<file path="src/rtl/fa_pkg.sv">
// fa_pkg: shared constants and the reference adder for fa_unit.
//   FA_DEFAULT_WIDTH : default operand width (classic 1-bit full adder)
//   FA_MAX_WIDTH     : widest legal operand width
//   fa_ref()         : {carry,sum} of a+b+cin over the low 'width' bits.
//                      The carry lands at bit 'width' and higher bits are 0.
package fa_pkg;

  localparam int FA_DEFAULT_WIDTH = 1;
  localparam int FA_MAX_WIDTH     = 64;

  function automatic logic [64:0] fa_ref(input logic [63:0]   a,
                                         input logic [63:0]   b,
                                         input logic          cin,
                                         input int unsigned   width);
    logic [63:0] mask;
    mask = (width >= 64) ? {64{1'b1}} : ((64'd1 << width) - 64'd1);
    return {1'b0, a & mask} + {1'b0, b & mask} + {64'd0, cin};
  endfunction

endpackage

</file>
<file path="src/rtl/fa_bit_cell.sv">
// fa_bit_cell: purely combinational 1-bit full adder.
//   a, b, cin : operand bits and carry-in
//   sum       : a ^ b ^ cin
//   carry     : generate | (propagate & cin)
module fa_bit_cell
  import fa_pkg::*;
(
  input  logic a,
  input  logic b,
  input  logic cin,
  output logic sum,
  output logic carry
);

  logic p;

  assign p     = a ^ b;
  assign sum   = p ^ cin;
  assign carry = (a & b) | (cin & p);

endmodule

</file>
<file path="src/rtl/fa_unit.sv">
// fa_unit: registered ripple-carry adder built from WIDTH fa_bit_cell slices.
//   clk, rst_n  : clock, asynchronous active-low reset
//   in_valid    : operands valid this cycle
//   a, b, cin   : unsigned operands and carry-in
//   sum, carry  : registered {carry,sum} = a + b + cin
//   overflow    : registered signed overflow (carry into MSB ^ carry out of MSB)
//   out_valid   : registered valid, one pulse per accepted operand set
// Build option FA_UNIT_INPUT_REG_EN: adds an input register stage ahead of the
// carry chain, making latency 2 cycles with unchanged throughput.
module fa_unit
  import fa_pkg::*;
#(
  parameter int WIDTH = FA_DEFAULT_WIDTH
) (
  input  logic             clk,
  input  logic             rst_n,
  input  logic             in_valid,
  input  logic [WIDTH-1:0] a,
  input  logic [WIDTH-1:0] b,
  input  logic             cin,
  output logic [WIDTH-1:0] sum,
  output logic             carry,
  output logic             overflow,
  output logic             out_valid
);

  typedef struct packed {
    logic [WIDTH-1:0] a;
    logic [WIDTH-1:0] b;
    logic             cin;
  } fa_req_t;

  typedef struct packed {
    logic [WIDTH-1:0] sum;
    logic             carry;
    logic             overflow;
  } fa_rsp_t;

`ifdef FA_UNIT_INPUT_REG_EN
  localparam int STAGES = 1;
`else
  localparam int STAGES = 0;
`endif

  // vld_pipe[0] is one cycle after in_valid; vld_pipe[STAGES] drives out_valid.
  logic [STAGES:0] vld_pipe;
  fa_req_t         req_in;
  fa_req_t         core_req;
  logic            core_vld;
  fa_rsp_t         core_rsp;
  fa_rsp_t         rsp_q;
  logic [WIDTH:0]  c;
  logic [WIDTH-1:0] s;

  assign req_in = {a, b, cin};

  if (STAGES == 0) begin : g_vld1
    always_ff @(posedge clk or negedge rst_n) begin
      if (!rst_n) vld_pipe <= '0;
      else        vld_pipe <= in_valid;
    end
  end else begin : g_vldn
    always_ff @(posedge clk or negedge rst_n) begin
      if (!rst_n) vld_pipe <= '0;
      else        vld_pipe <= {vld_pipe[STAGES-1:0], in_valid};
    end
  end

`ifdef FA_UNIT_INPUT_REG_EN
  fa_req_t req_q;

  // Only valid operands are captured so idle-cycle X never enters the core.
  always_ff @(posedge clk or negedge rst_n) begin
    if (!rst_n)        req_q <= '0;
    else if (in_valid) req_q <= req_in;
  end

  assign core_req = req_q;
  assign core_vld = vld_pipe[0];
`else
  assign core_req = req_in;
  assign core_vld = in_valid;
`endif

  // Ripple-carry chain: c[i] feeds slice i, slice i produces c[i+1].
  assign c[0] = core_req.cin;

  for (genvar i = 0; i < WIDTH; i++) begin : g_cell
    fa_bit_cell u_cell (
      .a     (core_req.a[i]),
      .b     (core_req.b[i]),
      .cin   (c[i]),
      .sum   (s[i]),
      .carry (c[i+1])
    );
  end

  assign core_rsp = {s, c[WIDTH], c[WIDTH] ^ c[WIDTH-1]};

  // Results load only on valid cycles; otherwise the last result is held.
  always_ff @(posedge clk or negedge rst_n) begin
    if (!rst_n)        rsp_q <= '0;
    else if (core_vld) rsp_q <= core_rsp;
  end

  assign sum       = rsp_q.sum;
  assign carry     = rsp_q.carry;
  assign overflow  = rsp_q.overflow;
  assign out_valid = vld_pipe[STAGES];

`ifndef SYNTHESIS
  logic [64:0] ref_full;
  logic [64:0] core_full;

  assign ref_full  = fa_ref(64'(core_req.a), 64'(core_req.b), core_req.cin, WIDTH);
  assign core_full = 65'({c[WIDTH], s});

  a_core_matches_ref: assert property (@(posedge clk) disable iff (!rst_n)
    core_vld |-> (core_full == ref_full));
`endif

endmodule

</file>
<file path="config.mk">
export PLATFORM = sky130hd
export DESIGN_NAME = fa_unit
export DESIGN_NICKNAME = d
export VERILOG_FILES = /design/src/rtl/fa_pkg.sv /design/src/rtl/fa_bit_cell.sv /design/src/rtl/fa_unit.sv
export SDC_FILE = /design/constraint.sdc
export NUM_CORES = 1
export LEC_CHECK = 0
export BUFFER_PORTS_ARGS = -buffer_cell sky130_fd_sc_hd__buf_4
export CAP_MARGIN = 20
export CORE_AREA = 2 2 39 41
export CTS_CLUSTER_DIAMETER = 50
export DETAILED_ROUTE_END_ITERATION = 8
export DIE_AREA = 0 0 41 43
export MAX_ROUTING_LAYER = met4
export SYNTH_ARGS = -nofsm -noshare
export SYNTH_HDL_FRONTEND = slang
export SYNTH_SLANG_ARGS = --single-unit
</file>
<file path="constraint.sdc">
create_clock -name clk -period 1.6 [get_ports clk]
set_input_delay 0.08 -clock clk [delete_from_list [all_inputs] [get_ports clk]]
set_output_delay 0.08 -clock clk [all_outputs]
set_load 0.005 [all_outputs]
</file>
==> flow_summary.rst <==
.. list-table::
   :header-rows: 1

   * - Metric
     - Value
   * - CTS Buffer Depth
     - 2
   * - Post-CTS Setup Inserts
     - 0
   * - Net count of the mapped netlist
     - 17
   * - Slowest cell on crit path
     - sky130_fd_sc_hd__dlygate4sd3_1
   * - Antenna diodes
     - 0
   * - Total global routing overflow
     - 0
   * - Synthesized cell area
     - 160 um2
   * - Core Area
     - 1380 um2
   * - Drc violations
     - 0
   * - Setup slack, reg-to-reg
     - roughly 0.84 ns
   * - RePlAce Congestion
     - 0.613
   * - Horizontal die dimension
     - 41 um
   * - Number of core rows
     - 14
   * - Detailed-router iteration count before antenna repair
     - 2
   * - Share of power burned in registers
     - 0.404
   * - Part of the total power dissipated in the clock network
     - 0.403
   * - Clk_skew
     - 0 ns
   * - TritonCTS clock tree
     - yes
   * - IR Drop Worst-Case VDD
     - 0.169 mV
   * - Post-placement worst setup slack
     - around 0.55 ns
   * - Required time of the critical path
     - about 1.7 ns
   * - IO Count
     - 10
   * - Clock sink count
     - 4
   * - Fraction of post-synthesis cell area in the top cell type by area
     - 0.625
   * - Switching portion of total power
     - 0.211
   * - Clock network latency to the later pin of the worst-skew pair
     - around 0.23 ns
   * - Total of warnings raised by yosys
     - 0
   * - Leakage dissipation
     - ~0.13 nW
   * - Area of the die
     - ~1800 um2
   * - Simple-gate share of the synthesized area
     - 0.0234
   * - Count of routing violations after the opening detailed-route iteration
     - 2
   * - Number of nets still failing antenna checks after routing
     - 0
   * - CTS Root Cell
     - sky130_fd_sc_hd__clkbuf_4
   * - Share of the synthesized area in compound gates (AO/OA/AOI/OAI)
     - 0.0313
   * - Cells after Synth
     - 10
   * - Total via count in the routed design
     - 126
   * - Count of nets after finishing
     - 33
   * - Launching element type of the critical path
     - input port
   * - Utilization of the core after routing
     - 0.210
   * - Final-report max-slew violation count
     - 0
   * - Reg clk slew, reported paths
     - 0.03 ns
   * - Outcome
     - complete, no violations
   * - Maximum net fanout on the critical path
     - 5
   * - Register area
     - 100 um2
   * - Share of the yosys chip area belonging to registers
     - 0.625
   * - Vias in the first global route
     - 144
   * - Crit path kind
     - input port to flop
   * - Post-synth cell types
     - 6
   * - Area overhead of the layout relative to synthesis
     - 81.2%
   * - Combinational Power Share
     - 0.193
   * - Post-route setup slack
     - around 0.64 ns
   * - H-tree depth reported by CTS
     - 1
   * - Cell area power density
     - slightly above 1000 nW/um2
   * - Top area cells in the synthesized netlist
     - sky130_fd_sc_hd__dfrtp_1 (63%), sky130_fd_sc_hd__mux2_2 (14%), sky130_fd_sc_hd__fa_1 (13%)
   * - Element type at the critical path end
     - flop
   * - Initial Util
     - 0.116
   * - Number of filler cells placed in the layout
     - between 100 and 150
   * - Share of synthesized cell area in full adder, half adder and majority cells
     - 0.125
   * - Pin count of the biggest net entering global routing
     - 6
   * - Area occupied by multi-input gates
     - 60.1 um2
   * - Total length of routed wires
     - approximately 350 um
   * - Maximum single-stage delay on the critical path
     - ~0.52 ns
   * - CP Data Arrival Time
     - about 1.1 ns
   * - Wire length of the first global-routing pass
     - ~560 um
   * - Max-capacitance violation count
     - 0
   * - CP Cell Sequence
     - dlygate4sd3_1 -> buf_4 -> mux2_2
   * - Final period demand of the worst path
     - around 0.96 ns
   * - Aggregate global-route resource usage
     - 0.0608
   * - Total Neg Setup Slack
     - 0 ns
   * - Initial antenna violation count
     - 0
   * - Routed wirelength normalized by instance count
     - 8.65 um
   * - Final clock period utilization by the worst path
     - 0.598
   * - Int Power
     - roughly 0.24 mW
   * - Total of endpoints with negative setup slack in the final report
     - 0
   * - RSZ-0062 raised after global routing
     - false
   * - Largest family of logic cells by synthesized area
     - multiplexers
   * - Worst Hold Class
     - input port to flop
   * - Number of hold-slack violations in the final timing report
     - 0
   * - Highest Clock Rate
     - between 1000 and 1500 MHz
   * - Tightest slew margin relative to the limit
     - 0.914
   * - Layout cells sized above 1
     - 0.583
   * - Seq cells post-synth
     - 4
   * - TritonCTS buffer count
     - 3
   * - Parity-gate share of the synthesized area counting xor and xnor cells
     - 0.0547
   * - Mean instance size in the synthesized netlist
     - 16.0 um2
   * - Worst slew pin tran
     - between 0.1 and 0.15 ns
   * - Vertical die dimension
     - between 40 and 50 um
   * - Cell type with the largest total area after synthesis
     - sky130_fd_sc_hd__dfrtp_1
   * - Number of gates resized after CTS
     - 0
   * - Multiplexer fraction of the synthesized cell area
     - 0.141
   * - Switching power total
     - roughly 0.064 mW
   * - Buffers on Ports
     - 9
   * - Vias per Instance
     - between 3 and 4
## sequential cells by signal, summed over array words and instances, names as in the netlist
register	count
carry	1
out_valid	1
overflow	1
sum	1
## power by group through the flow
| stage | clock, mW | sequential [mW] | combinational [mW] |
|---|---|---|---|
| global route | 0.136 | 0.123 | 0.0663 |
| global placement | 0 | 0.123 | 0.0538 |
| CTS | 0.128 | 0.122 | 0.0589 |
| finish | 0.121 | 0.122 | 0.0579 |
| detailed placement | 0 | 0.123 | 0.0548 |
| floorplan | 0 | 0.123 | 0.0164 |
## cell usage after synthesis
cell type                 n
sky130_fd_sc_hd__xnor2_1  1
sky130_fd_sc_hd__mux2_2   2
sky130_fd_sc_hd__a21oi_1  1
sky130_fd_sc_hd__nor2_1   1
sky130_fd_sc_hd__fa_1     1
sky130_fd_sc_hd__dfrtp_1  4
## stage by stage
stage	instances	cell area, um2	hold slack (ns)	total power, mW
after floorplan	10	160	-0.216	0.140
after global placement	35	248	-0.122	0.177
after global routing	40	290	0.168	0.325
after CTS	40	290	0.149	0.309
final	40	290	0.155	0.301
after detailed placement	35	248	-0.123	0.178
## path summary, 6_finish.rpt
check | start | cells past startpoint | end
worst max-delay path | in_valid | 3 | carry
worst min-delay path | cin | 3 | overflow
worst max register to register | carry | 1 | carry
worst min register to register | sum | 1 | sum
max in group asynchronous | rst_n | 2 | carry
min in group asynchronous | rst_n | 2 | sum
## cell type report
class,count,share of cell area
flip-flops and latches,4,0.345
repair buffers,11,0.302
multi-input cells,6,0.207
clock buffers,3,0.0776
well taps,16,0.0690
## cell usage in the layout, fill, tap and decap left out
| cell type | netlist | final |
|---|---|---|
| sky130_fd_sc_hd__a21oi_1 | 1 | 1 |
| sky130_fd_sc_hd__clkbuf_4 | 0 | 3 |
| sky130_fd_sc_hd__fa_1 | 1 | 1 |
| sky130_fd_sc_hd__nor2_1 | 1 | 1 |
| sky130_fd_sc_hd__dlygate4sd3_1 | 0 | 2 |
| sky130_fd_sc_hd__dfrtp_1 | 4 | 4 |
| sky130_fd_sc_hd__xnor2_1 | 1 | 1 |
| sky130_fd_sc_hd__buf_4 | 0 | 9 |
| sky130_fd_sc_hd__mux2_2 | 2 | 2 |
## repair_timing
| item | 4_1_cts | 5_1_grt |
|---|---|---|
| setup endpoints to repair | 0 | 0 |
| hold buffers | 2 | 0 |
| endpoints found under the hold margin | 5 | 0 |
## kinds of logic (layout without fill, tap and decap cells)
kind of cell    Yosys count  count (layout)
buf+inv                   0              14
xor+xnor                  1               1
mux                       2               2
simple gates              1               1
compound gates            1               1
fa+ha+maj                 1               1
flops                     4               4
## layer usage
layer  track usage  part of all wire  vias to the layer above
met1        0.0583              0.44                       54
met5             -                 0                        -
met4        0.0800                 0                        0
met2        0.0594              0.35                       10
met3        0.0524              0.20                        0
li1              -                 -                       62
## critical path: cells and delay by family
kind,cells,cell delay [ns]
buf+inv,2,0.65
mux,1,0.33
Note: power is estimated with default switching activity, not from simulation.
